$ cat src/rtl/cs_thermo_ctrl_avg.sv
// cs_thermo_ctrl_avg
//   Averages 2^AVG_LOG2 ring-oscillator count samples and steps a thermometer-coded
//   current-source slice enable up or down against a voltage window. Includes
//   saturation flags, lock detection and a direct bypass path.
// Ports:
//   CLK, RST_N            clock, asynchronous active-low reset
//   COUNTER, COUNT_DONE   RO count and its completion level (one sample per rising edge)
//   LOWER/UPPER_VOLTAGE_BOUND  in-band window for the averaged count (inclusive)
//   LOOP_BYPASS, BYPASS_CODE   force OUT_CODE to BYPASS_CODE, freeze the loop
//   OUT_CODE, ON_COUNT    registered slice enables and number of slices on
//   UPDATE                one-cycle pulse per completed decision
//   AT_MAX, AT_MIN, LOCKED     status flags, all registered
module cs_thermo_ctrl_avg #(
    parameter int unsigned N_SLICES = 32,
    parameter int unsigned COUNT_W  = 8,
    parameter int unsigned AVG_LOG2 = 2,
    parameter int unsigned STEP     = 1,
    parameter int unsigned INIT_ON  = 16,
    parameter int unsigned LOCK_CNT = 4
) (
    input  logic                          CLK,
    input  logic                          RST_N,
    input  logic [COUNT_W-1:0]            COUNTER,
    input  logic                          COUNT_DONE,
    input  logic [COUNT_W-1:0]            LOWER_VOLTAGE_BOUND,
    input  logic [COUNT_W-1:0]            UPPER_VOLTAGE_BOUND,
    input  logic                          LOOP_BYPASS,
    input  logic [N_SLICES-1:0]           BYPASS_CODE,
    output logic [N_SLICES-1:0]           OUT_CODE,
    output logic [$clog2(N_SLICES+1)-1:0] ON_COUNT,
    output logic                          UPDATE,
    output logic                          AT_MAX,
    output logic                          AT_MIN,
    output logic                          LOCKED
);

    localparam int unsigned CW = $clog2(N_SLICES + 1);
    localparam int unsigned AW = COUNT_W + AVG_LOG2;
    localparam int unsigned SW = (AVG_LOG2 > 0) ? AVG_LOG2 : 1;
    localparam int unsigned LW = $clog2(LOCK_CNT + 1);

    localparam logic [SW-1:0] LastSample = SW'((32'd1 << AVG_LOG2) - 32'd1);
    localparam logic [CW-1:0] NMax       = CW'(N_SLICES);
    localparam logic [CW-1:0] StepVal    = CW'(STEP);
    localparam logic [CW-1:0] InitOn     = CW'(INIT_ON);
    localparam logic [LW-1:0] LockMax    = LW'(LOCK_CNT);

    function automatic logic [N_SLICES-1:0] therm(input logic [CW-1:0] n);
        logic [N_SLICES-1:0] code;
        for (int unsigned i = 0; i < N_SLICES; i++) begin
            code[i] = (CW'(i) < n);
        end
        return code;
    endfunction

    // Sampling stage state
    logic               done_q;
    logic [AW-1:0]      acc_q, acc_d;
    logic [SW-1:0]      smp_q, smp_d;
    // Decision register, loaded with the final sample
    logic               dec_q, dec_d;
    logic               up_q, up_d, dn_q, dn_d, inb_q, inb_d;
    // Output stage state
    logic [CW-1:0]       on_q, on_d;
    logic [LW-1:0]       lock_q, lock_d;
    logic [N_SLICES-1:0] code_q, code_d;
    logic                upd_q, upd_d, max_q, min_q, locked_q;

    logic               sample, last;
    logic [AW-1:0]      acc_sum;
    logic [COUNT_W-1:0] avg;
    logic               bad_bounds;
    logic [CW:0]        up_sum;

    assign sample     = COUNT_DONE & ~done_q & ~LOOP_BYPASS;
    assign last       = sample && (smp_q == LastSample);
    assign acc_sum    = acc_q + AW'(COUNTER);
    assign avg        = COUNT_W'(acc_sum >> AVG_LOG2);
    // An inverted window never counts as in-band and never moves the code.
    assign bad_bounds = LOWER_VOLTAGE_BOUND > UPPER_VOLTAGE_BOUND;
    assign up_sum     = {1'b0, on_q} + {1'b0, StepVal};

    always_comb begin
        acc_d = acc_q;
        smp_d = smp_q;
        dec_d = 1'b0;
        up_d  = 1'b0;
        dn_d  = 1'b0;
        inb_d = 1'b0;
        if (LOOP_BYPASS) begin
            acc_d = '0;
            smp_d = '0;
        end else if (last) begin
            acc_d = '0;
            smp_d = '0;
            dec_d = 1'b1;
            up_d  = !bad_bounds && (avg < LOWER_VOLTAGE_BOUND);
            dn_d  = !bad_bounds && (avg > UPPER_VOLTAGE_BOUND);
            inb_d = !bad_bounds && !(avg < LOWER_VOLTAGE_BOUND)
                    && !(avg > UPPER_VOLTAGE_BOUND);
        end else if (sample) begin
            acc_d = acc_sum;
            smp_d = smp_q + SW'(1);
        end
    end

    always_comb begin
        on_d   = on_q;
        lock_d = lock_q;
        upd_d  = 1'b0;
        if (LOOP_BYPASS) begin
            // A decision pending from the previous edge is dropped here.
            lock_d = '0;
        end else if (dec_q) begin
            upd_d = 1'b1;
            if (up_q) begin
                on_d = (up_sum > {1'b0, NMax}) ? NMax : up_sum[CW-1:0];
            end else if (dn_q) begin
                on_d = (on_q < StepVal) ? '0 : on_q - StepVal;
            end
            if (inb_q) begin
                lock_d = (lock_q == LockMax) ? lock_q : lock_q + LW'(1);
            end else begin
                lock_d = '0;
            end
        end
        code_d = LOOP_BYPASS ? BYPASS_CODE : therm(on_d);
    end

    always_ff @(posedge CLK or negedge RST_N) begin
        if (!RST_N) begin
            done_q   <= 1'b0;
            acc_q    <= '0;
            smp_q    <= '0;
            dec_q    <= 1'b0;
            up_q     <= 1'b0;
            dn_q     <= 1'b0;
            inb_q    <= 1'b0;
            on_q     <= InitOn;
            lock_q   <= '0;
            code_q   <= therm(InitOn);
            upd_q    <= 1'b0;
            max_q    <= (InitOn == NMax);
            min_q    <= (InitOn == '0);
            locked_q <= 1'b0;
        end else begin
            done_q   <= COUNT_DONE;
            acc_q    <= acc_d;
            smp_q    <= smp_d;
            dec_q    <= dec_d;
            up_q     <= up_d;
            dn_q     <= dn_d;
            inb_q    <= inb_d;
            on_q     <= on_d;
            lock_q   <= lock_d;
            code_q   <= code_d;
            upd_q    <= upd_d;
            max_q    <= (on_d == NMax);
            min_q    <= (on_d == '0);
            locked_q <= (lock_d == LockMax);
        end
    end

    assign OUT_CODE = code_q;
    assign ON_COUNT = on_q;
    assign UPDATE   = upd_q;
    assign AT_MAX   = max_q;
    assign AT_MIN   = min_q;
    assign LOCKED   = locked_q;

endmodule

$ cat config.mk
export PLATFORM = sky130hd
export DESIGN_NAME = cs_thermo_ctrl_avg
export DESIGN_NICKNAME = d
export VERILOG_FILES = /design/src/rtl/cs_thermo_ctrl_avg.sv
export SDC_FILE = /design/constraint.sdc
export NUM_CORES = 1
export LEC_CHECK = 0
export ABC_AREA = 1
export BUFFER_PORTS_ARGS = -buffer_cell sky130_fd_sc_hd__buf_2
export CAP_MARGIN = 10
export CORE_MARGIN = 10
export CORE_UTILIZATION = 38
export DETAILED_ROUTE_END_ITERATION = 10
export PLACE_DENSITY = 0.68
export SYNTH_ARGS = -nofsm -noshare
export SYNTH_HDL_FRONTEND = slang
export SYNTH_SLANG_ARGS = --single-unit
$ cat constraint.sdc
create_clock -name CLK -period 2.7 [get_ports CLK]
set_input_delay 0.135 -clock CLK [delete_from_list [all_inputs] [get_ports CLK]]
set_output_delay 0.135 -clock CLK [all_outputs]
set_load 0.05 [all_outputs]
==> impl_summary.md, run 1 <==
Pwr
The standby leakage power is about 2.7 nW. The clock network fraction of total power is 0.342. The cell-internal power is 0.001668 W.

The switching share of total power is 0.3316. The worst voltage drop across the vdd grid is approximately 270 µV. The share of power burned in combinational logic is 0.249. For this design the ratio of total power to cell area is 480.4 nW/µm². Of the total power, registers draw 0.409. The net switching power of the design is ~0.00083 W.

STA
Setup repair after global routing could not meet its margin everywhere. The post-route worst setup slack is -0.08066 ns. The time the worst path needs with I/O delays and setup is between 2 and 3 ns. The maximum clock skew at final layout is between 0.01 and 0.015 ns. The final period utilization is 1.030. The final setup violation count is 2. The measured slew at the worst slew-check pin is between 0.6 and 0.7 ns. The final worst hold slack is between 0.01 and 0.015 ns.

The total count of max-transition violations in the final report is 0. In this run the tightest slew margin relative to its limit is 0.5744. The maximum clock frequency is between 300 and 400 MHz. The hold violation total from the final report is 0.

Synthesis
The number of synthesized flops with an enable pin is 0. The share of flip-flops with an asynchronous set or reset is 1.000. By count the netlist is led by 132 x sky130_fd_sc_hd__nand2_1, 63 x sky130_fd_sc_hd__inv_1, 45 x sky130_fd_sc_hd__dfrtp_1. Counting every net in the synthesized netlist gives approximately 600. The synthesized netlist contains 43 unique library cells. After synthesis the netlist holds a flip-flop and latch count of 62. The top flip-flop cell by instance count after synthesis is sky130_fd_sc_hd__dfrtp_1. Yosys attributes the largest share of cell area to sky130_fd_sc_hd__dfrtp_1 28%, sky130_fd_sc_hd__nand2_1 12%, sky130_fd_sc_hd__ha_1 11%.

Of the synthesized area, sequential elements account for 0.3934. The biggest area contributor in the post-synthesis netlist is sky130_fd_sc_hd__dfrtp_1. The synthesized instance count is slightly above 500.

The number of warnings issued by yosys is 0. Averaged over all synthesized cells, the footprint is slightly below 8 µm². The area share of the leading cell type in the synthesized netlist is 0.2817. The most repeated cell in the gate-level netlist after synthesis is sky130_fd_sc_hd__nand2_1. The combined area of all synthesized cells is approximately 4000 µm².

Clock network
The number of buffers inserted during clock tree synthesis is 9. The CTS H-tree depth is 3. The later pin in the worst-skew pair is clocked with a latency of 0.35 ns. Clock-pin slew was measured on the worst setup and hold paths at approximately 0.08 ns. In this run the clock root is driven by a sky130_fd_sc_hd__clkbuf_8.

Counting along the longest clock path gives a buffer depth of 2. The clock sink total is 62. The TritonCTS clock tree is built.

Floorplan
The initial utilization of the core area, before any placement, comes to 0.3890. The area inside the core boundary is just over 10,000 µm². The number of ports placed on the die boundary is between 100 and 150. The overall die area is approximately 15,000 µm². The row count is 37. The die span in x is roughly 120 µm. The floorplan step set the die height to roughly 120 µm.

Global route
Summed over all layers, the global routing overflow is 0. The aggregate global-route resource usage is 0.1525. The number of antenna violations at the first check in global routing came to 0. The number of global-route vias before repair came to slightly below 4,000. Entering global routing, the biggest net connects 29 pins. The first global-routing pass estimated approximately 19 mm of wire.

Critical path
The startpoint of the lowest-slack register-to-register path is acc_q[0]. Walking the worst path, the cells encountered are ha_4 > fa_2 > a21oi_2 > o21bai_2 > a21oi_2 > o21bai_1 > xor2_1 > inv_1 > ha_4 > nand2_4 > nor2_4 > buf_4 > a32oi_2 > nor3b_2. The worst setup path is captured at a register. In this run the worst setup path begins at acc_q[0]. The count of buffering cells on the critical path with inverters included is 2.

Grouping stages by cell kind, the critical path spends the most delay in adder cells. The critical path class is reg -> reg. The slowest stage cell on the critical path is sky130_fd_sc_hd__dfrtp_1. Along the worst path, the maximum fanout reaches 3. The worst setup path is launched from a register. The data required time at the worst endpoint is about 3.0 ns.

The signal arrival time at the worst endpoint is roughly 3 ns. The largest single stage delay on the critical path is 0.41 ns.

Route
For this block, the routed nets add up to roughly 11 mm of wire. The first detailed-routing pass took 5 iterations. Using the TritonRoute via totals, the vias-per-cell ratio works out to ~4.8. After detailed routing, the average wire length per cell comes to about 15 µm. In the routed design, unresolved DRC markers number 0. Detailed routing inserted a total of 3,765 vias. The number of DRC markers after the initial detailed-route iteration is between 100 and 150.

The count of antenna-violating nets left after detailed routing is 0.

Placed design
In this run the tool buffered the top-level ports with slightly above 100 buffer cells. Before CTS, the worst setup slack after placement is -0.007487 ns. The congestion estimate from routability-driven global placement came to 0.8342. The total half-perimeter wirelength after legalization and detailed placement is a little under 9 mm. The number of placed cells counting well taps is about 740.

Job
The tool flagged a number of max-cap violations equal to 0.

Finish
The area growth from synthesis to layout is 29.98%. 0 antenna diodes ended up in the layout. The number of cells in the finished layout apart from fillers is approximately 790. The fraction of layout instances using a drive strength above 1 is 0.2912. The final layout contains ~740 nets.

Min path
The type of the worst min-delay path is in -> reg. The start point of the worst hold path is BYPASS_CODE[17].

Status
The final reports fail on negative setup slack. The run finished, with violations left.
state kept, by name, indices dropped and copies added (netlist names):
register and flops:
UPDATE 1, acc_q 10, AT_MAX 1, up_q 1, AT_MIN 1, dec_q 1
dn_q 1, ON_COUNT 6, inb_q 1, LOCKED 1, lock_q 3, done_q 1
smp_q 2, OUT_CODE 32
final timing paths:
path,cells after the start,slack (ns),endpoint
max,14,-0.08,inb_q
min,3,0.01,OUT_CODE[17]
min in group asynchronous,2,0.24,ON_COUNT[2]
max in group asynchronous,3,1.70,OUT_CODE[7]
min reg2reg,1,0.50,smp_q[0]
max reg2reg,14,-0.08,inb_q
cell families after synthesis:
group	after synthesis	synth area share
DFF	62	0.3934
and+or+nand+nor	245	0.2754
buffers and inverters	80	0.08044
adders and majority gates	37	0.1177
AOI/OAI and AO/OA	77	0.1133
xor gates and xnor gates	9	0.01972
cell usage in the layout (no fill, tap or decap), drive strengths merged, types with 2 or more instances in the layout:
master	n
nor3	3
nand2	144
clkbuf	10
dfstp	17
ha	36
nor2	46
o21bai	3
nor3b	2
a32o	3
o21ai	26
nand3	45
xor2	9
dlygate4sd3	23
buf	109
inv	71
nand4	4
o211ai	3
clkinv	2
clkinvlp	3
a21oi	35
dfrtp	45
power by group through the flow:
stage / logic [W] / registers [W] / clock network (W)
4_1_cts: 0.000588 / 0.00102 / 0.000873
2_1_floorplan: 0.000267 / 0.00115 / 0
5_1_grt: 0.000701 / 0.00103 / 0.000906
3_5_place_dp: 0.000554 / 0.00104 / 0
3_3_place_gp: 0.000546 / 0.00103 / 0
6_report: 0.000622 / 0.00102 / 0.000854
per-layer routing:
| metal | vias up | part of all wire | GRT usage |
|---|---|---|---|
| li1 | 1926 | - | - |
| met1 | 1706 | 0.42 | 0.1856 |
| met2 | 116 | 0.49 | 0.2591 |
| met3 | 17 | 0.067 | 0.03857 |
| met4 | 0 | 0.017 | 0.04786 |
| met5 | - | 0 | 0 |
through the flow:
stage | power [W] | TNS [ns] | util | instance area (µm²)
3_5_place_dp | 0.001590 | -0.007487 | 0.4533 | 4658
4_1_cts | 0.002480 | 0 | 0.4968 | 5106
6_report | 0.002496 | -0.1492 | 0.5056 | 5196
5_1_grt | 0.002634 | -0.4986 | 0.5056 | 5196
3_3_place_gp | 0.001580 | 0 | 0.4533 | 4658
2_1_floorplan | 0.001416 | 0 | - | 3998
worst reg2reg max path, cell delays in order (launching register included):
cell	delay (ns)
sky130_fd_sc_hd__dfrtp_1	0.41
sky130_fd_sc_hd__ha_4	0.18
sky130_fd_sc_hd__fa_2	0.39
sky130_fd_sc_hd__a21oi_2	0.16
sky130_fd_sc_hd__o21bai_2	0.12
sky130_fd_sc_hd__a21oi_2	0.15
sky130_fd_sc_hd__o21bai_1	0.09
sky130_fd_sc_hd__xor2_1	0.20
sky130_fd_sc_hd__inv_1	0.11
sky130_fd_sc_hd__ha_4	0.29
sky130_fd_sc_hd__nand2_4	0.05
sky130_fd_sc_hd__nor2_4	0.12
sky130_fd_sc_hd__buf_4	0.12
sky130_fd_sc_hd__a32oi_2	0.11
sky130_fd_sc_hd__nor3b_2	0.19
repair_timing:
item                                   in CTS  in global routing
hold buffers                               23                  0
pin swaps                                   0                 11
setup buffers                               0                  3
setup endpoints to repair                   2                  3
endpoints found under the hold margin      35                  0
gates resized for setup                     2                 15
final cells by class:
cell class / count / area (µm²)
timing repair buffer: 132 / 795.8
fill: 999 / 5081
clock buffer: 10 / 137.6
inverter: 71 / 269.0
multi-input combinational: 368 / 2181
clock inverter: 6 / 70.07
tap: 136 / 170.2
sequential: 62 / 1573
Note: power is estimated with default switching activity, not from simulation.
==> run 2: changes to the inputs <==
--- a/config.mk
+++ b/config.mk
@@ -5,13 +5,11 @@
 export SDC_FILE = /design/constraint.sdc
 export NUM_CORES = 1
 export LEC_CHECK = 0
-export ABC_AREA = 1
 export BUFFER_PORTS_ARGS = -buffer_cell sky130_fd_sc_hd__buf_2
 export CAP_MARGIN = 10
-export CORE_MARGIN = 10
 export CORE_UTILIZATION = 38
 export DETAILED_ROUTE_END_ITERATION = 10
-export PLACE_DENSITY = 0.68
+export PLACE_DENSITY = 0.69
 export SYNTH_ARGS = -nofsm -noshare
 export SYNTH_HDL_FRONTEND = slang
 export SYNTH_SLANG_ARGS = --single-unit
==> run 2 against run 1 <==
The flow still finishes with violations (negative setup slack). Global-route usage rose by 4.7 points. Power fell by 4.0%. Maximum frequency fell by 5.8%. Clock power fell by 2.3%. Area after synthesis fell by 3.1%. Flip-flop and latch count did not move. Hold slack improved by 0.0026 ns. Wire length fell by 9.1%. Largest power group unchanged.
==> impl_summary.md, run 2 <==
STA
The total count of max-transition violations in the final report is 0. The final setup violation count is 3. The maximum clock frequency is between 300 and 400 MHz.

The hold violation total from the final report is 0. Setup repair after global routing could not meet its margin everywhere. Between clock sinks in the finished design, the worst skew comes to about 0.016 ns. Counting I/O delays and the setup requirement, the final critical path takes 2.953 ns. The final worst hold slack is between 0.01 and 0.015 ns. The worst pin sits at a relative slew slack of 0.4446. After layout, the worst setup slack is -0.2528 ns.

The measured slew at the worst slew-check pin is 0.8313 ns. The final period utilization is 1.094.

Floorplan
In this run the standard cell core region covers approximately 9800 µm². In this run the count of I/O pins placed on the die edge is 102. The die span in x is between 100 and 150 µm. The overall die area is approximately 11,000 µm². The die span in y is approximately 100 µm. The floorplan has 36 rows.

The initial utilization of the core area, before any placement, comes to 0.3945.

Route
The first detailed-routing pass ran for 4 iterations. The routed via count is approximately 3,600. The aggregate routed wire length is 10.37 mm. The detail route stage leaves a number of antenna-violating nets equal to 0.

The detailed router finished its first iteration with approximately 130 violations. The final routed wire length divided by cell count is 14.94 µm. After detailed routing, the number of remaining DRC violations is 0. The number of vias per cell is about 5.

Clock network
The TritonCTS clock tree is built. Clock-pin slew was measured on the worst setup and hold paths at roughly 0.08 ns. The clock reaches the later pin of the worst-skew pair after approximately 0.34 ns.

Clock tree synthesis selected as its root buffer the cell sky130_fd_sc_hd__clkbuf_8. The clock drives 62 sinks. Buffers inserted during clock tree synthesis total 9. In this run the deepest clock path goes through 2 buffers. The CTS H-tree depth is 3.

Global route
The first-pass GRT wire length is 16.46 mm. Summed over all layers, the global routing overflow is 0. The number of global-route vias before repair is roughly 3,600. In the global route stage, overall resource usage came out at 0.1997.

The number of antenna violations at the first check in global routing was 0. The maximum number of pins on one net before global-route repair is 53.

Synthesis
The sequential element share of the synthesized area is 0.4060. Yosys printed 0 warnings. After synthesis, the share of flip-flops with an asynchronous set or reset is 1.000. Counting distinct cell types in the post-synthesis netlist gives between 50 and 60. The library cell with the largest summed area after synthesis is sky130_fd_sc_hd__dfrtp_1.

The mean area per synthesized cell is ~9.6 µm². The total of flip-flops plus latches after synthesis is between 60 and 70. The combined area of all synthesized cells is slightly below 4000 µm². The area share of the leading cell type in the synthesized netlist is 0.2907.

By area the synthesized netlist is led by sky130_fd_sc_hd__dfrtp_1 29%, sky130_fd_sc_hd__ha_1 12%, sky130_fd_sc_hd__dfstp_2 12%. The most repeated cell in the gate-level netlist after synthesis is sky130_fd_sc_hd__dfrtp_1. Among all flip-flop cells after synthesis, the most frequent one is sky130_fd_sc_hd__dfrtp_1. The synthesized instance count is around 400. Counting instances in the post-synthesis netlist gives the leading cell types as 45 x sky130_fd_sc_hd__dfrtp_1, 36 x sky130_fd_sc_hd__ha_1, 31 x sky130_fd_sc_hd__inv_1. The net count after synthesis is between 500 and 600. The synthesized design contains 0 enable-type register cells.

Finish
At the end of the flow, the number of nets in the layout was between 600 and 700. The antenna diode count is 0. The finished cells cover roughly 5300 µm². The register with the most flip-flops in the layout has 32 of them. The library cell used most frequently in the layout, excluding fill and tap cells, is sky130_fd_sc_hd__buf_2.

Of the cells placed in the final design, the portion with a size suffix greater than 1 is 0.4118. The area growth from synthesis to final layout is 36.50%. Leaving out fill and tap cells, the most frequent cells in the layout are 101 x sky130_fd_sc_hd__buf_2, 48 x sky130_fd_sc_hd__buf_4, 40 x sky130_fd_sc_hd__dfrtp_1, 32 x sky130_fd_sc_hd__ha_1, 30 x sky130_fd_sc_hd__inv_1. Measured on the finished design, the core utilization comes to 0.5385. The number of cells in the finished layout apart from fillers is 694.

Critical path
Data arrives at the worst endpoint at between 3 and 4 ns. The data required time at the worst endpoint is 2.97 ns. STA classifies the critical path endpoint as a register. For this design, the slowest cell found on the critical path is sky130_fd_sc_hd__dfrtp_1.

The largest single stage delay on the critical path is between 0.3 and 0.4 ns. The critical path is of the reg -> reg type. In this run the worst path has a maximum fanout of 2. The kind of start point of the critical path is a register. Walking the worst path, the cells encountered are ha_2 > fa_2 > a21o_1 > a21oi_2 > nor2b_1 > o21a_1 > o41ai_2 > xnor2_1 > ha_1 > a21oi_2 > nor2b_1 > o31ai_2 > and3_1.

Placed design
The number of placed cells counting well taps is 663. After detailed placement, the total cell area comes to 4833 µm². The final weighted congestion in routability-driven placement is 0.9098. The worst setup slack before clock tree synthesis is -0.3347 ns. The total half-perimeter wirelength after legalization and detailed placement is about 7.7 mm. The count of port buffers added during placement is a little over 100.

Pwr
In this run the power density over the cells is 453.0 nW/µm². In this run the static leakage power is 2.563 nW. The worst voltage drop across the vdd grid is between 200 and 300 µV.

Status
The flow ran to the end, but the final reports show violations. The checks that failed: negative setup slack.

Job
Across the run, the number of max-cap violations was 0.

Min path
The path class of the tightest hold or removal check is in -> reg.
==> run 2: per-layer routing <==
metal | routed length, µm | vias up | GRT usage
li1 | - | 1752 | -
met1 | 4539 | 1662 | 0.2378
met2 | 5103 | 131 | 0.3533
met3 | 566 | 19 | 0.05153
met4 | 155 | 0 | 0.05959
met5 | 0 | - | 0
==> run 2: metrics by stage <==
stage,power (W),setup TNS (ns)
floorplan,0.001335,-0.4582
global placement,0.001512,-0.7104
detailed placement,0.001526,-0.7942
CTS,0.002389,-0.5486
global route,0.002503,-1.068
finish,0.002395,-0.5910
==> run 2: final cells by class <==
class                   instances  area, µm²
clock inverters                 7      73.82
inverters                      35      131.4
fillers                       904       4532
well taps                     133      166.4
flip-flops and latches         62       1585
repair buffers                158      955.9
clock buffers                   9      123.9
multi-input cells             290       2251
==> run 2: critical path, delay by kind of cell, from the launching register on <==
family	cells	cell delay (ns)
compound gates	6	1.17
xor+xnor	1	0.19
fa+ha+maj	3	0.83
flops	1	0.39
simple gates	3	0.31
==> run 2: worst paths after layout <==
kind	from	end	cells after the start	slack (ns)
worst min register to register	acc_q[5]	acc_q[5]	1	0.52
worst min-delay path	BYPASS_CODE[23]	OUT_CODE[23]	3	0.01
min in group asynchronous	RST_N	OUT_CODE[18]	2	0.15
max in group asynchronous	RST_N	OUT_CODE[14]	3	1.86
worst max register to register	acc_q[0]	inb_q	13	-0.25
worst max-delay path	acc_q[0]	inb_q	13	-0.25
==> run 2: cell families after synthesis <==
family                   share of synthesized area
multiplexers                               0.02519
adder cells (fa/ha/maj)                     0.1214
XOR/XNOR                                   0.02261
AO/OA/AOI/OAI                               0.2158
AND/OR/NAND/NOR                             0.1528
flip-flops                                  0.4060
buffers and inverters                      0.05620
==> run 2: report_power, final <==
part / leakage, nW / switching (W) / internal (W)
combinational: 1.69 / 0.000324 / 0.000247
clock: 0.0996 / 0.000405 / 0.000429
sequential: 0.769 / 0.0000142 / 0.000977
==> run 2: repair_timing <==
action,in CTS,in global routing
endpoints found under the setup margin,6,24
setup buffers,5,1
pin swaps,14,7
hold buffers,9,0
endpoints found under the hold margin,55,0
gates resized for setup,4,18
